--- src/rtl/tx_pingpong_sched.sv ---
// ----------------------------------------------------------------------------
// tx_pingpong_sched
//
// Purpose:
//   Scheduler for the double-buffered I2C transmit path. Host bytes are
//   steered into whichever of the two TX buffers is currently filling.
//   Completed buffers are handed to the TX controller strictly in fill order,
//   and each buffer is recycled once the controller reports that its bytes
//   were acknowledged. A NACK during a drain flushes everything and raises a
//   sticky error that only a low pulse on enable clears.
//
// Optional feature macro:
//   TXSCHED_WATCHDOG_EN - builds a drain watchdog. If a buffer stays in
//   DRAINING for WDOG_CYCLES cycles without drain_done/drain_nack, the
//   scheduler flushes as for a NACK and raises err_timeout instead. Without
//   the macro no counter exists and err_timeout is constant low.
//
// Ports:
//   clk, rst_n              clock (rising edge), async active-low reset
//   enable                  transfer enable; low flushes to idle on next edge
//   host_valid/data/last    host byte stream (last marks end of transfer)
//   host_ready              byte can be accepted this cycle
//   load_buf0/load_buf1     one-cycle write strobe into TX buffer 0/1
//   load_data/load_idx      registered byte and its slot in the strobed buffer
//   drain_req/sel/len/last  full buffer ready for the TX controller
//   drain_ack               TX controller took the drain request
//   drain_done              all bytes of the draining buffer were ACKed
//   drain_nack              slave NACK during drain
//   busy                    some buffer is not EMPTY
//   err_nack, err_timeout   sticky error flags
// ----------------------------------------------------------------------------
module tx_pingpong_sched #(
    parameter int BYTES_PER_BUF = 2,
    parameter int CNT_W         = 3,
    parameter int WDOG_CYCLES   = 4096
) (
    input  logic             clk,
    input  logic             rst_n,
    input  logic             enable,
    input  logic             host_valid,
    input  logic [7:0]       host_data,
    input  logic             host_last,
    output logic             host_ready,
    output logic             load_buf0,
    output logic             load_buf1,
    output logic [7:0]       load_data,
    output logic [CNT_W-1:0] load_idx,
    output logic             drain_req,
    output logic             drain_sel,
    output logic [CNT_W-1:0] drain_len,
    output logic             drain_last,
    input  logic             drain_ack,
    input  logic             drain_done,
    input  logic             drain_nack,
    output logic             busy,
    output logic             err_nack,
    output logic             err_timeout
);

    typedef enum logic [1:0] {
        EMPTY    = 2'd0,
        FILLING  = 2'd1,
        FULL     = 2'd2,
        DRAINING = 2'd3
    } buf_state_t;

    localparam logic [CNT_W-1:0] LAST_IDX = CNT_W'(BYTES_PER_BUF - 1);

    // Per-buffer bookkeeping, indexed by buffer number
    buf_state_t       st_q   [2];
    buf_state_t       st_d   [2];
    logic [CNT_W-1:0] cnt_q  [2];
    logic [CNT_W-1:0] cnt_d  [2];
    logic [CNT_W-1:0] len_q  [2];
    logic [CNT_W-1:0] len_d  [2];
    logic             last_q [2];
    logic             last_d [2];

    logic             fp_q, fp_d;
    logic             dp_q, dp_d;
    logic             err_nack_q, err_nack_d;
    logic             err_to_q;
    logic             out_of_reset_q;

    logic             load0_d, load1_d;
    logic [7:0]       ldata_d;
    logic [CNT_W-1:0] lidx_d;

    logic             any_draining;
    logic             dp_draining;
    logic             nack_hit;
    logic             wdog_fire;
    logic             flush;
    logic             accept;

    // Only the buffer at dp can ever be draining; any_draining gates new
    // drain requests, dp_draining qualifies the completion/NACK inputs.
    assign any_draining = (st_q[0] == DRAINING) || (st_q[1] == DRAINING);
    assign dp_draining  = (st_q[dp_q] == DRAINING);
    assign nack_hit     = dp_draining && drain_nack;
    assign flush        = !enable || nack_hit || wdog_fire;
    assign accept       = host_valid && host_ready;

`ifdef TXSCHED_WATCHDOG_EN
    localparam int WDOG_W = (WDOG_CYCLES > 1) ? $clog2(WDOG_CYCLES + 1) : 1;
    localparam logic [WDOG_W-1:0] WDOG_LIMIT = WDOG_W'(WDOG_CYCLES - 1);

    logic [WDOG_W-1:0] wdog_q;

    // A drain_done or drain_nack on the terminal cycle takes precedence
    // over the timeout.
    assign wdog_fire = enable && dp_draining && (wdog_q == WDOG_LIMIT)
                       && !drain_done && !drain_nack;

    // Watchdog counter: zero whenever the drain pointer's buffer is not
    // draining, so it starts from zero on every entry into DRAINING.
    always_ff @(posedge clk or negedge rst_n) begin
        if (!rst_n) begin
            wdog_q   <= '0;
            err_to_q <= 1'b0;
        end else begin
            if (!enable || !dp_draining || wdog_fire)
                wdog_q <= '0;
            else
                wdog_q <= wdog_q + 1'b1;

            if (!enable)
                err_to_q <= 1'b0;
            else if (wdog_fire)
                err_to_q <= 1'b1;
        end
    end
`else
    assign wdog_fire = 1'b0;
    // Constant low in this build; the comparison is always false.
    assign err_to_q  = (WDOG_CYCLES < 0);
`endif

    // State register: all scheduler state plus the registered load strobe.
    always_ff @(posedge clk or negedge rst_n) begin
        if (!rst_n) begin
            st_q[0]        <= EMPTY;
            st_q[1]        <= EMPTY;
            cnt_q[0]       <= '0;
            cnt_q[1]       <= '0;
            len_q[0]       <= '0;
            len_q[1]       <= '0;
            last_q[0]      <= 1'b0;
            last_q[1]      <= 1'b0;
            fp_q           <= 1'b0;
            dp_q           <= 1'b0;
            err_nack_q     <= 1'b0;
            out_of_reset_q <= 1'b0;
            load_buf0      <= 1'b0;
            load_buf1      <= 1'b0;
            load_data      <= '0;
            load_idx       <= '0;
        end else begin
            st_q[0]        <= st_d[0];
            st_q[1]        <= st_d[1];
            cnt_q[0]       <= cnt_d[0];
            cnt_q[1]       <= cnt_d[1];
            len_q[0]       <= len_d[0];
            len_q[1]       <= len_d[1];
            last_q[0]      <= last_d[0];
            last_q[1]      <= last_d[1];
            fp_q           <= fp_d;
            dp_q           <= dp_d;
            err_nack_q     <= err_nack_d;
            out_of_reset_q <= 1'b1;
            load_buf0      <= load0_d;
            load_buf1      <= load1_d;
            load_data      <= ldata_d;
            load_idx       <= lidx_d;
        end
    end

    // Next-state logic. A flush (enable low, NACK or watchdog) overrides
    // every other event in the cycle, including a host accept whose byte is
    // dropped. Otherwise host accept, drain issue and drain completion all
    // apply together; they never touch the same buffer in the same cycle.
    always_comb begin
        st_d[0]    = st_q[0];
        st_d[1]    = st_q[1];
        cnt_d[0]   = cnt_q[0];
        cnt_d[1]   = cnt_q[1];
        len_d[0]   = len_q[0];
        len_d[1]   = len_q[1];
        last_d[0]  = last_q[0];
        last_d[1]  = last_q[1];
        fp_d       = fp_q;
        dp_d       = dp_q;
        load0_d    = 1'b0;
        load1_d    = 1'b0;
        ldata_d    = load_data;
        lidx_d     = load_idx;
        err_nack_d = enable && (err_nack_q || nack_hit);

        if (flush) begin
            st_d[0]   = EMPTY;
            st_d[1]   = EMPTY;
            cnt_d[0]  = '0;
            cnt_d[1]  = '0;
            len_d[0]  = '0;
            len_d[1]  = '0;
            last_d[0] = 1'b0;
            last_d[1] = 1'b0;
            fp_d      = 1'b0;
            dp_d      = 1'b0;
            ldata_d   = '0;
            lidx_d    = '0;
        end else begin
            if (accept) begin
                load0_d       = !fp_q;
                load1_d       = fp_q;
                ldata_d       = host_data;
                lidx_d        = cnt_q[fp_q];
                cnt_d[fp_q]   = cnt_q[fp_q] + 1'b1;
                st_d[fp_q]    = FILLING;
                // Buffer closes on its last slot or on the transfer's last
                // byte; filling moves to the other buffer from a clean count.
                if ((cnt_q[fp_q] == LAST_IDX) || host_last) begin
                    st_d[fp_q]   = FULL;
                    len_d[fp_q]  = cnt_q[fp_q] + 1'b1;
                    last_d[fp_q] = host_last;
                    fp_d         = !fp_q;
                    cnt_d[!fp_q] = '0;
                end
            end

            if (drain_req && drain_ack)
                st_d[dp_q] = DRAINING;

            if (dp_draining && drain_done) begin
                st_d[dp_q] = EMPTY;
                dp_d       = !dp_q;
            end
        end
    end

    // Outputs derived from registered state only. out_of_reset_q keeps
    // host_ready low while rst_n is asserted regardless of enable.
    always_comb begin
        host_ready  = out_of_reset_q && enable && !err_nack_q && !err_to_q
                      && ((st_q[fp_q] == EMPTY) || (st_q[fp_q] == FILLING));
        drain_req   = !any_draining && (st_q[dp_q] == FULL);
        drain_sel   = drain_req && dp_q;
        drain_len   = drain_req ? len_q[dp_q] : '0;
        drain_last  = drain_req && last_q[dp_q];
        busy        = (st_q[0] != EMPTY) || (st_q[1] != EMPTY);
        err_nack    = err_nack_q;
        err_timeout = err_to_q;
    end

endmodule
--- config.mk ---
export PLATFORM = sky130hd
export DESIGN_NAME = tx_pingpong_sched
export DESIGN_NICKNAME = d
export VERILOG_FILES = /design/src/rtl/tx_pingpong_sched.sv
export SDC_FILE = /design/constraint.sdc
export NUM_CORES = 1
export LEC_CHECK = 0
export CAP_MARGIN = 15
export CORE_MARGIN = 5
export CORE_UTILIZATION = 47
export CTS_BUF_LIST = sky130_fd_sc_hd__clkbuf_8
export DETAILED_ROUTE_END_ITERATION = 10
export PLACE_DENSITY = 0.78
export SYNTH_ARGS = -nofsm -noshare
export SYNTH_HDL_FRONTEND = slang
export SYNTH_SLANG_ARGS = --single-unit
--- constraint.sdc ---
create_clock -name clk -period 1.9 [get_ports clk]
set_input_delay 0.38 -clock clk [delete_from_list [all_inputs] [get_ports clk]]
set_output_delay 0.38 -clock clk [all_outputs]
set_load 0.02 [all_outputs]
==> results of run 1 <==
## timing repair
item	4_1_cts	5_1_grt
setup buffers	2	1
pin swaps	1	0
resized for setup	22	16
setup endpoints to repair	12	27
hold buffers	0	0
## per-layer routing
metal	vias up	GRT usage, %
met5	-	0
met4	0	4.80
met3	8	6.17
met2	50	32.1
met1	762	22.1
li1	726	-
## state kept, by name, indices dropped and copies added (netlist names), 2 cells and up
signal / flops
load_data: 8
cnt_q: 6
len_q: 6
st_q: 4
load_idx: 3
last_q: 2
## power by group through the flow
stage	clock network [mW]	logic [mW]	registers (mW)
floorplan	0	0.0918	0.800
global placement	0	0.221	0.791
detailed placement	0	0.228	0.792
CTS	0.540	0.231	0.779
global route	0.570	0.261	0.781
finish	0.527	0.241	0.779
## area by class of cell
| class | instances | area [µm²] |
|---|---|---|
| Multi-Input combinational cell | 114 | 877 |
| Timing Repair Buffer | 67 | 574 |
| Clock inverter | 1 | 5.00 |
| Inverter | 5 | 18.8 |
| Sequential cell | 35 | 877 |
| Clock buffer | 6 | 82.6 |
| Tap cell | 48 | 60.1 |
| Fill cell | 278 | 1170 |
## worst reg2reg max path: cells and delay by family, from the launching register on
family / cells / cell delay, ps
fa+ha+maj: 1 / 190
compound gates: 3 / 420
mux: 1 / 190
flops: 1 / 450
buf+inv: 3 / 470
## synthesized netlist by cell type, types with 3 or more instances
| cell | n | area [µm²] |
|---|---|---|
| inv_1 | 5 | 18.8 |
| nor2_1 | 14 | 52.6 |
| a22o_1 | 12 | 105 |
| dfrtp_1 | 35 | 876 |
| a211oi_1 | 3 | 22.5 |
| nand2_1 | 9 | 33.8 |
| o21ai_0 | 3 | 15.0 |
| o21ai_1 | 3 | 15.0 |
| o211ai_1 | 3 | 22.5 |
| mux2i_1 | 7 | 70.1 |
| nor3_2 | 3 | 30.0 |
| a21oi_1 | 12 | 60.1 |
| nand3_1 | 5 | 25.0 |
| buf_2 | 4 | 20.0 |
## kinds of logic (layout without fill, tap and decap cells)
family	Yosys count	after routing	share of synthesized area, %
compound gates	49	49	20.4
simple gates	48	48	15.9
flops	35	35	49.4
buf+inv	13	79	3.88
mux	10	10	7.13
xor+xnor	3	3	1.48
fa+ha+maj	2	2	1.41
other cells	2	2	0.424
## path summary, 6_finish.rpt
kind                        startpoint          end  slack, ps  cells after the start
hold / removal             load_idx[2]  load_idx[2]        500                      1
setup / recovery               st_q[3]   host_ready         50                      4
setup reg to reg                  fp_q     len_q[4]         50                      8
max in group asynchronous        rst_n         fp_q       1060                      2
hold reg to reg            load_idx[2]  load_idx[2]        500                      1
min in group asynchronous        rst_n      st_q[1]        510                      2
==> impl_metrics.py, run 1 <==
metrics = {
    "drt": {
        "postRouteAntennaNets": 0,
        "drt_via_density": 5.60,
        "detail_route.drc_violations": 0,
        "wl_per_cell_um": 17.0,
        "finalWirelength_um": 4680,
        "met3_wirelength_um": 280,
        "routed.top_layer": "met4",
        "routed-wl-met2_um": 2380,
        "detail_route.iter0.violations": 130,
        "vias": 1546,
        "drt_pass1_iterations": 4,
        "wirelength_met1_um": 1940,
    },
    "power_and_ir_drop": {
        "power_density_nw_per_um2": 620,
        "clock_power_share_pct": 34.1,
        "total_leakage_power_nw": 1.11,
        "p_switching_uw": 383,
        "max-vdd-ir-drop_mv": 0.506,
        "total_power_mw": 1.55,
        "power.share.switching_pct": 24.8,
        "register_share_of_total_power_pct": 50.4,
        "cell_internal_pwr_mw": 1.16,
        "pwr-share-comb_pct": 15.6,
    },
    "cells_and_area": {
        "final_net_count": 246,
        "layout_commonest_cell": "dfrtp_1",
        "area_growth_syn_to_layout_pct": 40.7,
        "postLayoutCoreUtil_pct": 68.1,
        "most-common-layout-cells": "dfrtp_1 (34), clkdlybuf4s50_1 (29), buf_4 (29), nor2_1 (14), a22o_1 (12)",
        "final_design_area_no_fill_um2": 2490,
        "ant_diodes": 0,
        "drive_above_1_share_pct": 28.9,
        "finish.cell_count_without_fillers": 276,
    },
    "placed_design": {
        "place.port_buffers": 37,
        "gp_routability_congestion": 0.909,
        "preCtsSetupSlack_ps": -260,
        "dpl_cell_area_um2": 2360,
        "numPlacedInstances": 266,
        "place_hpwl_um": 3420,
    },
    "setup_path": {
        "crit_family": "flip-flops",
        "path_class": "register to output pin",
        "critical-path-slowest-cell": "dfrtp_1",
        "worstSetupEndpointType": "output pin",
        "cp.required_ps": 1520,
        "worst-endpoint-arrival_ps": 1470,
        "critPathLaunchType": "register",
        "critical-path-max-stage-delay_ps": 440,
        "timing.critical_path.fanout_max": 6,
        "buffering_stage_count_on_the_worst_path_with_inverters_included": 2,
        "crit_chain": "buf_4, mux2i_4, and4b_1, clkdlybuf4s15_2",
    },
    "synth": {
        "ys.warnings.count": 0,
        "netlist_instances": 162,
        "synth_fp_nets": 180,
        "ys_seq_elements": 35,
        "synth_cell_types": 49,
        "ys_seq_area_share_pct": 49.4,
        "post_synth_edffs": 0,
        "netlist_area_um2": 1770,
        "asyncSetResetFlopFracSynth_pct": 100,
        "ys.flop_type": "dfrtp_1",
        "avgSynthCellArea_um2": 10.9,
    },
    "global_routing": {
        "grt.overflow.total": 0,
        "grt_pass1_wl_um": 7540,
        "grt_pass1_vias": 1612,
        "number_of_antenna_violations_at_the_first_check_in_global_routing": 0,
        "grt_max_degree": 36,
        "grtUsageTotal_pct": 18.6,
    },
    "clock_network": {
        "clkLatencyLatePin_ps": 280,
        "cts-root-buf": "clkbuf_8",
        "htree_num_levels": 2,
        "cts-root-to-sink-buffers": 2,
        "cts_made_buffers": 5,
        "path_clk_slew_ps": 60,
        "clock_tree_from_tritoncts": "built",
        "tritoncts_num_sinks": 35,
    },
    "status": {
        "status": "completed",
    },
    "floorplanning": {
        "placement_rows": 22,
        "die_width_um": 71.4,
        "core_region_area_um2": 3660,
        "ioPinCount": 39,
        "die_y_um": 71.4,
        "initial_core_util_pct": 48.4,
        "design.die.area_um2": 5100,
    },
    "timing": {
        "finalHoldViolations": 0,
        "setup_viol_count_final": 0,
        "layout_worst_path_cycle_share_pct": 97.5,
        "timing.final.ws_setup_ps": 48.4,
        "finalCriticalPeriod_ps": 1850,
        "fin_skew_ps": 3.10,
        "grt_setup_unrepaired": "no",
        "totalNegativeSetupSlack_ps": 0,
        "final-max-slew-violation-count": 0,
        "hold-worst-slack_ps": 503,
        "clock.fmax_mhz": 540,
    },
    "job": {
        "drv.max_cap_violation_count": 0,
    },
    "worst_hold_path": {
        "timing.hold.worst.class": "register to register",
    },
}
Power figures use the tool's default switching activity.
==> inputs of run 2 (changes only) <==
--- a/config.mk
+++ b/config.mk
@@ -10,6 +10,7 @@
 export CORE_UTILIZATION = 47
 export CTS_BUF_LIST = sky130_fd_sc_hd__clkbuf_8
 export DETAILED_ROUTE_END_ITERATION = 10
+export HOLD_SLACK_MARGIN = 0.1
 export PLACE_DENSITY = 0.78
 export SYNTH_ARGS = -nofsm -noshare
 export SYNTH_HDL_FRONTEND = slang
==> results of run 2 <==
Final layout, timing and power as in run 1 (identical DEF).
